`src/rtl/redcim_pkg.sv`:
```
// Shared types for the ReDCIM engine arbiter: BF16 width, control FSM states
// and the in-flight tag carried alongside each engine operation.
package redcim_pkg;

  localparam int BF16_W   = 16;
  // Tag ID field is sized for up to 256 requesters; the top narrows it to ID_W.
  localparam int TAG_ID_W = 8;

  typedef enum logic [1:0] {
    RUN    = 2'd0,
    DRAIN  = 2'd1,
    HALTED = 2'd2
  } state_e;

  typedef struct packed {
    logic                valid;
    logic [TAG_ID_W-1:0] id;
  } tag_t;

endpackage

```
`src/rtl/rr_arbiter.sv`:
```
// Round-robin arbiter: the first asserted request at or after the pointer
// wins; the pointer moves just past the winner whenever a grant is taken.
module rr_arbiter #(
  parameter int NREQ = 2,
  parameter int ID_W = $clog2(NREQ)
) (
  input  logic            clk,
  input  logic            rst_n,
  input  logic [NREQ-1:0] req,
  input  logic            advance,
  output logic [NREQ-1:0] grant,
  output logic [ID_W-1:0] grant_idx,
  output logic            grant_any
);

  logic [ID_W-1:0] ptr_r;

  // Scan requesters starting at the pointer, wrapping, and take the first hit
  always_comb begin
    int   base_s;
    int   idx_s;
    logic hit_s;
    grant     = {NREQ{1'b0}};
    grant_idx = {ID_W{1'b0}};
    grant_any = 1'b0;
    base_s    = 0;
    idx_s     = 0;
    hit_s     = 1'b0;
    for (int i = 0; i < NREQ; i++) begin
      base_s     = int'(ptr_r) + i;
      idx_s      = (base_s >= NREQ) ? (base_s - NREQ) : base_s;
      hit_s      = req[idx_s] && !grant_any;
      grant[idx_s] = grant[idx_s] | hit_s;
      grant_idx  = hit_s ? ID_W'(idx_s) : grant_idx;
      grant_any  = grant_any | hit_s;
    end
  end

  // Winner becomes lowest priority next time; pointer holds when idle
  always_ff @(posedge clk) begin
    if (!rst_n) begin
      ptr_r <= {ID_W{1'b0}};
    end else if (advance) begin
      ptr_r <= (grant_idx == ID_W'(NREQ - 1)) ? {ID_W{1'b0}} : (grant_idx + ID_W'(1));
    end else begin
      ptr_r <= ptr_r;
    end
  end

endmodule

```
`src/rtl/redcim_arbiter.sv`:
```
// Shares one pipelined BF16 dot-product engine among NREQ requesters:
// round-robin issue, tag pipeline matching results to owners, halt/drain FSM.
module redcim_arbiter
  import redcim_pkg::*;
#(
  parameter int SIZE    = 2,
  parameter int NREQ    = 2,
  parameter int LATENCY = 3,
  parameter int ID_W    = $clog2(NREQ)
) (
  input  logic                      clk,
  input  logic                      rst_n,
  input  logic [NREQ-1:0]           req_valid,
  output logic [NREQ-1:0]           req_ready,
  input  logic [NREQ*BF16_W*SIZE-1:0] req_A,
  input  logic [NREQ*BF16_W*SIZE-1:0] req_B,
  output logic                      rsp_valid,
  output logic [ID_W-1:0]           rsp_id,
  output logic [BF16_W-1:0]         rsp_data,
  output logic                      eng_start,
  output logic [BF16_W*SIZE-1:0]    eng_A,
  output logic [BF16_W*SIZE-1:0]    eng_B,
  input  logic [BF16_W-1:0]         eng_out,
  input  logic                      halt,
  output logic                      busy
);

  localparam int OP_W = BF16_W * SIZE;

  state_e            state_r;
  state_e            state_s;
  logic              run_ok_s;
  logic [NREQ-1:0]   req_gated_s;
  logic [NREQ-1:0]   grant_s;
  logic [ID_W-1:0]   grant_idx_s;
  logic              grant_any_s;
  logic              tags_busy_s;

  logic              eng_start_r;
  logic [OP_W-1:0]   eng_a_r;
  logic [OP_W-1:0]   eng_b_r;
  logic [ID_W-1:0]   eng_id_r;
  tag_t              tag_r [LATENCY];

  logic              rsp_valid_r;
  logic [ID_W-1:0]   rsp_id_r;
  logic [BF16_W-1:0] rsp_data_r;

  // Requests are only visible to the arbiter while running and not halting,
  // so a halt arriving with a request blocks that request in the same cycle
  always_comb begin
    run_ok_s    = (state_r == RUN) && !halt;
    req_gated_s = req_valid & {NREQ{run_ok_s}};
  end

  rr_arbiter #(
    .NREQ (NREQ),
    .ID_W (ID_W)
  ) u_rr (
    .clk       (clk),
    .rst_n     (rst_n),
    .req       (req_gated_s),
    .advance   (grant_any_s),
    .grant     (grant_s),
    .grant_idx (grant_idx_s),
    .grant_any (grant_any_s)
  );

  // Any operation still travelling through the engine
  always_comb begin
    tags_busy_s = 1'b0;
    for (int i = 0; i < LATENCY; i++) begin
      tags_busy_s = tags_busy_s | tag_r[i].valid;
    end
  end

  // Control FSM state register
  always_ff @(posedge clk) begin
    if (!rst_n) begin
      state_r <= RUN;
    end else begin
      state_r <= state_s;
    end
  end

  // Control FSM next state: halt starts a drain, empty engine parks it
  always_comb begin
    state_s = state_r;
    case (state_r)
      RUN: begin
        if (halt) state_s = DRAIN;
        else      state_s = RUN;
      end
      DRAIN: begin
        if (!halt)             state_s = RUN;
        else if (!tags_busy_s) state_s = HALTED;
        else                   state_s = DRAIN;
      end
      HALTED: begin
        if (!halt) state_s = RUN;
        else       state_s = HALTED;
      end
      default: state_s = RUN;
    endcase
  end

  // Register the granted operands for issue; operands hold between issues
  always_ff @(posedge clk) begin
    if (!rst_n) begin
      eng_start_r <= 1'b0;
      eng_a_r     <= {OP_W{1'b0}};
      eng_b_r     <= {OP_W{1'b0}};
      eng_id_r    <= {ID_W{1'b0}};
    end else if (grant_any_s) begin
      eng_start_r <= 1'b1;
      eng_a_r     <= req_A[grant_idx_s*OP_W +: OP_W];
      eng_b_r     <= req_B[grant_idx_s*OP_W +: OP_W];
      eng_id_r    <= grant_idx_s;
    end else begin
      eng_start_r <= 1'b0;
    end
  end

  // Tag pipeline: the last stage lines up with valid engine output
  always_ff @(posedge clk) begin
    if (!rst_n) begin
      for (int i = 0; i < LATENCY; i++) begin
        tag_r[i] <= '{valid: 1'b0, id: {TAG_ID_W{1'b0}}};
      end
    end else begin
      tag_r[0] <= '{valid: eng_start_r, id: TAG_ID_W'(eng_id_r)};
      for (int i = 1; i < LATENCY; i++) begin
        tag_r[i] <= tag_r[i-1];
      end
    end
  end

  // Capture the engine result with its owner for a one-cycle response strobe
  always_ff @(posedge clk) begin
    if (!rst_n) begin
      rsp_valid_r <= 1'b0;
      rsp_id_r    <= {ID_W{1'b0}};
      rsp_data_r  <= {BF16_W{1'b0}};
    end else if (tag_r[LATENCY-1].valid) begin
      rsp_valid_r <= 1'b1;
      rsp_id_r    <= ID_W'(tag_r[LATENCY-1].id);
      rsp_data_r  <= eng_out;
    end else begin
      rsp_valid_r <= 1'b0;
    end
  end

  assign req_ready = grant_s;
  assign eng_start = eng_start_r;
  assign eng_A     = eng_a_r;
  assign eng_B     = eng_b_r;
  assign rsp_valid = rsp_valid_r;
  assign rsp_id    = rsp_id_r;
  assign rsp_data  = rsp_data_r;
  assign busy      = tags_busy_s | eng_start_r | rsp_valid_r | (state_r == DRAIN);

endmodule
```
`config.mk`:
```
export PLATFORM = sky130hd
export DESIGN_NAME = redcim_arbiter
export DESIGN_NICKNAME = d
export VERILOG_FILES = /design/src/rtl/redcim_pkg.sv /design/src/rtl/rr_arbiter.sv /design/src/rtl/redcim_arbiter.sv
export SDC_FILE = /design/constraint.sdc
export NUM_CORES = 1
export LEC_CHECK = 0
export ABC_AREA = 0
export CAP_MARGIN = 20
export CORE_ASPECT_RATIO = 0.7
export CORE_UTILIZATION = 38
export DETAILED_ROUTE_END_ITERATION = 6
export GPL_TIMING_DRIVEN = 0
export PLACE_DENSITY = 0.81
export SLEW_MARGIN = 10
export SYNTH_ARGS = -nofsm -noshare
export SYNTH_HDL_FRONTEND = slang
export SYNTH_SLANG_ARGS = --single-unit
```
`constraint.sdc`:
```
create_clock -name clk -period 1.8 [get_ports clk]
set_input_delay 0.27 -clock clk [delete_from_list [all_inputs] [get_ports clk]]
set_output_delay 0.27 -clock clk [all_outputs]
set_load 0.01 [all_outputs]
```
* Word level (Yosys, flattened, before mapping)
Memory sizes are Yosys's and may differ from the RTL's. Index checks and enable logic that the tools add are counted.
Cells by class: equal/unequal tests 2, add/subtract/negate cells 4, reductions and logical operators 7, magnitude comparators 6, shift-type cells 2, multiplexer cells 33, bitwise logic cells 13
Operators with widths (number):
- $shiftx 64x7->32 | 2
- $ge 32x1->1 const B | 2
- $lt 32x3->1 const B | 2
- $mux 32 | 2
- $ge 32x3->1 const B | 1
- $sub 32x3->32 const B | 1
- $mux 9 | 3
- $mux 1 | 21
- $or 1x1->1 | 11
- $mux 2 | 3
- $pmux 2 s3 | 1
- $and 2x2->2 | 2
- $logic_and 1x1->1 | 4
- $sub 1x2->3 const B | 1
- $add 1x1->2 const B | 1
- $bwmux 2 | 1
- $demux 1 s1 | 2
- $eq 2x1->1 const B | 1
- $eq 2x2->1 const B | 1
- $ge 1x2->1 const B | 1
- $logic_not 1->1 | 2
- $logic_not 2->1 | 1
- $add 1x1->1 const B | 1
Storage, ports and cells: output and inout port bits 86, register bits 87, bits in writable memories 27, memories kept 1
Memories:
- tag_r | depth 3, bits a word 9, read ports 3, clocked after memory_dff 0, write ports 3, line redcim_arbiter.sv:43 | tag_t tag_r [LATENCY];

* Longest topological paths before layout
Gate-level depths: netlist of run 1.
depth in word-level cells 13, mapped depth 5, gate-level depth less buffers 3

* Modules after synthesis
From an unflattened synthesis of run 1, not the netlist that was laid out.
Second synthesis, totals: cells, all modules 379, area total of the unflattened synthesis 3783.6 sq um
Modules (own cells, without submodules):
- redcim_arbiter | area each 3709.8 sq um, seq. area each 1841.8 sq um, cells each 371, times used 1
- rr_arbiter | area each 73.8 sq um, seq. area each 20.0 sq um, cells each 8, times used 1

* Least setup slack after synthesis of run 1
Ideal clock, no wire load.
path kind register to register, from reg state_r[0], to reg eng_a_r[13], in the netlist eng_A[13], library setup time 59 ps, data arrival time 1377 ps, stages on the path, launching flop included 6, setup slack 363 ps, path through dfxtp_1 or4b_1 buf_6 buf_6 nor3_2 a221o_1
On the way: longest elaborated chain between the ends 10, elaborated cells on any way between the ends 15, those cells by class shift: 1; mux: 8; bitwise: 2; reduce/logical: 4
RTL lines:
- start, declared | line redcim_arbiter.sv:30 | state_e state_r;
- start signal, assigned | line redcim_arbiter.sv:82 | state_r <= state_s;
- $logic_not 2->1 (*) | line redcim_arbiter.sv:52 | run_ok_s = (state_r == RUN) && !halt;
- $logic_and 1x1->1 (*) | line redcim_arbiter.sv:52
- $and 2x2->2 (*) | line redcim_arbiter.sv:53 | req_gated_s = req_valid & {NREQ{run_ok_s}};
- $mux 1 (implied by the code) (3 in a row) | line rr_arbiter.sv:32 | hit_s = req[idx_s] && !grant_any;
- $logic_not 1->1 | line rr_arbiter.sv:32
- $logic_and 1x1->1 | line rr_arbiter.sv:32
- $mux 1 | line rr_arbiter.sv:34 | grant_idx = hit_s ? ID_W'(idx_s) : grant_idx;
- $shiftx 64x7->32 | line redcim_arbiter.sv:116 | eng_a_r <= req_A[grant_idx_s*OP_W +: OP_W];
- end signal, assigned | line redcim_arbiter.sv:111 | eng_a_r <= {OP_W{1'b0}};
- end signal, assigned | line redcim_arbiter.sv:116
- end, declared | line redcim_arbiter.sv:40 | logic [OP_W-1:0] eng_a_r;
Mark *: on every way between the ends. The rest lies on a longest branch, timed or not. The select of a mux whose other input is x is not followed. A chain may end at the register's enable or synchronous reset.

* Final worst setup path of run 1
from in req_valid[1], to out req_ready[1]
On the way: longest elaborated chain between the ends 11, elaborated cells on any way between the ends 16, those cells by class mux: 10; bitwise: 4; reduce/logical: 2
RTL lines:
- start, declared | line redcim_arbiter.sv:13 | input logic [NREQ-1:0] req_valid,
- $and 2x2->2 (*) | line redcim_arbiter.sv:53
- $mux 1 (implied by the code) (3 in a row) | line rr_arbiter.sv:32
- $or 1x1->1 | line rr_arbiter.sv:33 | grant[idx_s] = grant[idx_s] | hit_s;
- $and 2x2->2 (no line)
- $mux 1 (implied by the code) (3 in a row) | line rr_arbiter.sv:33
- $or 1x1->1 | line rr_arbiter.sv:33
- $bwmux 2 (*) | line rr_arbiter.sv:33
- end, declared | line redcim_arbiter.sv:14 | output logic [NREQ-1:0] req_ready,
Marked as above.

==> results.json, run 1 <==
{
  "yosysUniqueCellTypes": 24,
  "holdBufCountCts": 0,
  "synthesis.nets": 537,
  "worst-path-max-fanout": 10,
  "wl_per_cell_um": 17.03,
  "cp.required_ns": 1.53,
  "synth_edf_count": 0,
  "fin_crit_ns": 1.733,
  "cts.reportedPaths.clkPinSlew_ns": 0.07,
  "io_pins": 235,
  "drive_above_1_share_pct": 17.81,
  "synthArstFlopShare_pct": 0,
  "synthSimpleGateAreaFrac_pct": 26.76,
  "arrival_ns": 1.46,
  "synth_top_family_by_area": "simple AND/OR/NAND/NOR gates",
  "final.fill_count": 775,
  "drc_errors": 0,
  "die_x_um": 124.7,
  "synth.area.mux_share_pct": 4.247,
  "cts_tree": "built",
  "reg2reg_slack_ns": 0.10,
  "finalCritPeriodShare_pct": 96.28,
  "powerDensity_nw_per_um2": 763.4,
  "slew_viol_final": 0,
  "firstDrtPassIters": 4,
  "synthAdderAreaFrac_pct": 0,
  "yosys.area_share.xor_xnor_pct": 0,
  "avgSynthCellArea_um2": 10.33,
  "vias": 3971,
  "coreArea_um2": 9947,
  "htreeDepth": 3,
  "yosys_warnings": 0,
  "synth_top_cell_by_area": "dfxtp_1",
  "gp_congestion": 0.8257,
  "end_kind": "primary output",
  "path_class": "in2out",
  "nets": 784,
  "max_freq_mhz": 577.0,
  "antenna_found_initial": 0,
  "skew_ns": 0.004344,
  "synth_compound_area_share_pct": 17.08,
  "initial_utilization_pct": 40.28,
  "grt_pass1_vias": 3950,
  "yosys-top-cells-area": "dfxtp_1 46%, a221o_1 16%, nor3_2 15%, nand2_1 6.4%, mux2i_1 4.2%",
  "port_buffers": 234,
  "finalSetupViolations": 0,
  "dr.first_iter.drc_count": 181,
  "report.final.hold_viol_count": 0,
  "yosysTopAreaCellShare_pct": 46.47,
  "grt_use_total_pct": 23.45,
  "ir_drop_mv": 0.4947,
  "netlist_area_um2": 4006,
  "die_h_um": 87.91,
  "diodes": 0,
  "fp-row-count": 30,
  "placedCellCount": 750,
  "place_area_um2": 6509,
  "synth_cells": 388,
  "grt_overflow": 0,
  "hold_class": "in2reg",
  "die-area_um2": 10960,
  "slew_headroom_pct": 52.70,
  "dp_hpwl_um": 9719,
  "status": "finished, final reports clean",
  "grt_pass1_wl_um": 20200,
  "rsz0062_at_grt": "false",
  "synth_seq_cells": 93,
  "via_per_inst": 5.171,
  "cts_buffers": 9,
  "syn_to_final_growth_pct": 71.52,
  "fin_area_um2": 6872,
  "start_kind": "input port",
  "grt_max_degree": 17,
  "p_leak_nw": 2.533,
  "ant_nets": 0,
  "cts_max_path_buffers": 2,
  "yosysSeqAreaShare_pct": 46.47,
  "maxCapViolCount": 0,
  "cts_sinks": 93,
  "root_buffer": "clkbuf_16",
  "tightest_slew_ns": 0.7096,
  "insertion_delay_ns": 0.34,
  "layout.cells.non_filler": 768,
  "synth_flop_cell": "dfxtp_1",
  "routed_wl_um": 13080
}
critical path, stage by stage:
cell and delay, ns:
clkdlybuf4s50_1 0.53, buf_4 0.21, and3b_1 0.20, clkdlybuf4s15_2 0.25
routing by layer:
layer  vias to the layer above  part of all wire (%)  track usage, %
met3                        20                   7.9           7.453
met2                       174                    46           38.22
met5                         -                     0               0
met4                         0                   1.8           7.777
li1                       1930                     -               -
met1                      1847                    44           29.70
final timing paths:
check,cells past startpoint,end,from
hold reg to reg,1,tag_r[0][9],tag_r[0][0]
setup / recovery,4,req_ready[1],req_valid[1]
hold / removal,3,state_r[0],halt
setup reg to reg,6,eng_A[5],state_r[1]
layout make-up:
cell class / count / area, µm² / area share [%]
Timing Repair Buffer: 236 / 2357 / 34.30
Tap cell: 128 / 160.2 / 2.331
Multi-Input combinational cell: 256 / 1954 / 28.44
Inverter: 1 / 3.754 / 0.05462
Buffer: 38 / 232.7 / 3.387
Sequential cell: 93 / 1864 / 27.13
Clock buffer: 10 / 229.0 / 3.332
Clock inverter: 6 / 70.07 / 1.020
Yosys cell counts, types with 2 or more instances:
| library cell | instances |
|---|---|
| dfxtp_1 | 93 |
| nand2_1 | 68 |
| a221o_1 | 64 |
| nor3_2 | 61 |
| nor2_1 | 18 |
| mux2i_1 | 17 |
| buf_2 | 15 |
| clkbuf_1 | 14 |
| and2_1 | 7 |
| buf_6 | 7 |
| nor3_1 | 6 |
| nor2b_1 | 3 |
| a21oi_1 | 2 |
| and3_1 | 2 |
| buf_1 | 2 |
where the power goes:
group          switching, mW  total (mW)  leakage, nW  internal [mW]
clock                  0.823        1.91        0.136           1.09
combinational          0.444        1.09         1.64          0.641
sequential            0.0728        2.25        0.760           2.18
total                   1.34        5.25         2.53           3.91
state kept, by name, indices dropped and copies added (netlist names), 2 cells and up:
| register | flops |
|---|---|
| rsp_data | 16 |
| eng_A | 32 |
| state_r | 2 |
| tag_r | 6 |
| eng_B | 32 |
kinds of logic after synthesis:
family | count (synthesis)
multiplexers | 17
AND/OR/NAND/NOR | 169
AO/OA/AOI/OAI | 70
buffers and inverters | 39
flip-flops | 93
metrics by stage:
step / power, mW / util, % / worst slack [ns] / TNS (ns) / hold WS [ns]
4_1_cts: 5.294 / 68.91 / 0.01242 / 0 / 0.4143
2_1_floorplan: 2.698 / - / 0.3634 / 0 / 0.4091
5_1_grt: 5.463 / 69.08 / 0.008853 / 0 / 0.2797
6_report: 5.246 / 69.08 / 0.06693 / 0 / 0.2813
3_5_place_dp: 3.362 / 65.43 / -0.5700 / -27.72 / 0.4283
3_3_place_gp: 3.342 / 65.43 / -0.5479 / -25.77 / 0.4165
cells in the final DEF, fill, tap and decap left out, drive strengths merged, types with 7 or more instances in the layout:
master | synthesis | layout
clkdlybuf4s50 | 0 | 229
dfxtp | 93 | 93
nand2 | 68 | 68
nor3 | 67 | 67
a221o | 64 | 64
buf | 24 | 25
clkbuf | 14 | 25
nor2 | 18 | 18
mux2i | 17 | 17
and2 | 7 | 7
what timing repair did:
action | in CTS | in global routing
pin swaps | 1 | 1
setup endpoints to repair | 63 | 55
setup buffers | 2 | 0
gates resized for setup | 14 | 18
(Power assumes the default switching activity.)
==> run 2: changes to the inputs <==
- CORE_UTILIZATION: 38 -> 30
- PLACE_DENSITY: 0.81 -> 0.66
==> run 2 against run 1 <==
  * Highest routed layer unchanged
  * Final cell count is 4.3% higher
  * Largest cell class unchanged
  * Count of clock-buffer cells in the layout fell by 1
  * Critical endpoint is now eng_A[3]
  * Utilization shrank 15 points
  * Power grew 1.8%
  * Sequential power about the same
  * Worst setup slack improved by 0.031 ns
  * Routed wire length up 1.6%
==> results.json, run 2 (synthesis results as in run 1) <==
{
  "p_leak_nw": 2.553,
  "maxCapViolCount": 0,
  "initial_utilization_pct": 31.50,
  "fin_area_um2": 6927,
  "path_cells": "clkdlybuf4s50_1 -> or2_1 -> a21oi_4 -> clkbuf_2 -> a221o_1",
  "die_h_um": 98.69,
  "status": "finished, final reports clean",
  "path_depth": 5,
  "whs_endpoint": "state_r[1]",
  "fin_tns_setup_ns": 0,
  "grt_pass1_vias": 4004,
  "fin_crit_ns": 1.702,
  "gp_congestion": 0.7669,
  "htreeDepth": 3,
  "start_kind": "input port",
  "grt_pass1_wl_um": 20930,
  "cp_top_family": "buffers and inverters",
  "finalSetupViolations": 0,
  "place_area_um2": 6551,
  "cts_sinks": 93,
  "nets": 783,
  "die-area_um2": 13830,
  "slew_viol_final": 0,
  "cts.reportedPaths.clkPinSlew_ns": 0.07,
  "reg2reg_slack_ns": 0.12,
  "worst-path-max-fanout": 10,
  "antenna_found_initial": 0,
  "hold_class": "in2reg",
  "dr.first_iter.drc_count": 181,
  "cts_max_path_buffers": 2,
  "port_buffers": 234,
  "layout_common_cells": "229 x clkdlybuf4s50_1, 91 x dfxtp_1, 68 x nand2_1",
  "ant_nets": 0,
  "slowest_stage": "clkdlybuf4s50_1",
  "end_kind": "flip-flop",
  "firstDrtPassIters": 4,
  "coreArea_um2": 12720,
  "final.fill_count": 1108,
  "min-delay-start": "halt",
  "arrival_ns": 1.99,
  "die_x_um": 140.1,
  "wl_per_cell_um": 16.59,
  "dp_hpwl_um": 9890,
  "path_class": "in2reg",
  "slew_headroom_pct": 53.67,
  "io_pins": 235,
  "rr_endpoint": "eng_A[3]",
  "report.final.hold_viol_count": 0,
  "cts_buffers": 9,
  "max_freq_mhz": 587.5,
  "powerDensity_nw_per_um2": 770.7,
  "skew_ns": 0.007076,
  "insertion_delay_ns": 0.34,
  "diodes": 0,
  "root_buffer": "clkbuf_16",
  "ff2ff_path_depth": 6,
  "drc_errors": 0,
  "drive_above_1_share_pct": 17.84,
  "vias": 3941,
  "final_common_cell": "clkdlybuf4s50_1",
  "grt_use_total_pct": 19.37,
  "syn_to_final_growth_pct": 72.89,
  "cp.required_ns": 2.08,
  "ir_drop_mv": 0.5147,
  "holdPathStages": 3,
  "cts_tree": "built",
  "grt_overflow": 0,
  "tightest_slew_ns": 0.6950,
  "critPathBufInv": 2,
  "routed_wl_um": 13290,
  "grt_max_degree": 19,
  "r2r_start": "state_r[0]",
  "via_per_inst": 4.920,
  "finalCritPeriodShare_pct": 94.56,
  "fp-row-count": 34,
  "cp_slowest_stage_delay_ns": 0.49
}
## run 2: cell types whose count changed in the layout (fill, tap and decap cells not counted), sizes merged
| cell | before | now |
|---|---|---|
| clkinv | 0 | 1 |
| buf | 25 | 26 |
| clkinvlp | 3 | 1 |
| inv | 3 | 5 |
| clkbuf | 25 | 23 |
| clkdlybuf4s15 | 1 | 0 |
## run 2: tightest hold or removal path, cell delays in order
cell	delay (ns)
dlymetal6s2s_1	0.17
nand2_1	0.09
nor2_1	0.04
## run 2: cell type report
| class | instances | area [µm²] | share of cell area, % |
|---|---|---|---|
| well taps | 162 | 202.7 | 2.926 |
| repair buffers | 235 | 2347 | 33.89 |
| inverters | 1 | 3.754 | 0.05419 |
| plain buffers | 38 | 237.7 | 3.432 |
| multi-input cells | 256 | 1959 | 28.29 |
| clock inverters | 7 | 86.33 | 1.246 |
| flip-flops and latches | 93 | 1864 | 26.91 |
| clock buffers | 9 | 225.2 | 3.251 |
## run 2: repair_timing
action                     CTS  global route
pin swaps                    1             2
buffers inserted             1             0
setup endpoints to repair   63            47
gates resized for setup     24             6
hold buffers                 0             0
hold endpoints to repair     0             0
## run 2: worst max path at each step
stage	from	end	slack [ns]
after floorplan	state_r[0]	eng_A[13]	0.36
after global routing	state_r[0]	eng_A[3]	-0.002
after global placement	req_valid[1]	req_ready[1]	-0.57
final	req_valid[1]	eng_A[3]	0.1
after CTS	halt	req_ready[1]	0.01
after detailed placement	req_valid[1]	req_ready[1]	-0.61
## run 2: per-layer routing
| metal | vias to the layer above | wire length, µm | track usage (%) |
|---|---|---|---|
| li1 | 1928 | - | - |
| met5 | - | 0 | 0 |
| met2 | 156 | 5917 | 31.38 |
| met3 | 16 | 996 | 6.365 |
| met4 | 0 | 196 | 6.002 |
| met1 | 1841 | 6181 | 24.42 |
## run 2: report_power, final
| part | internal [mW] | switching, mW | total (mW) | leakage [nW] |
|---|---|---|---|---|
| registers | 2.18 | 0.0724 | 2.25 | 0.760 |
| clock network | 1.11 | 0.893 | 2.00 | 0.150 |
| logic | 0.643 | 0.443 | 1.09 | 1.64 |
## run 2: per-stage QoR
stage          hold slack (ns)  utilization (%)  cells  setup WS [ns]  power [mW]
2_1_floorplan           0.4091                -    388         0.3634       2.698
3_3_place_gp            0.4242            51.51    784        -0.5688       3.353
3_5_place_dp            0.4222            51.51    784        -0.6056       3.365
4_1_cts                 0.4306            54.43    801       0.009709       5.389
5_1_grt                 0.2737            54.46    801      -0.001573       5.566
6_report                0.2688            54.46    801        0.09787       5.338
==> run 3: changes to the inputs <==
- ABC_CLOCK_PERIOD_IN_PS: not set -> 1800
==> results of run 3 <==
Final layout, timing and power as in run 2 (identical DEF).
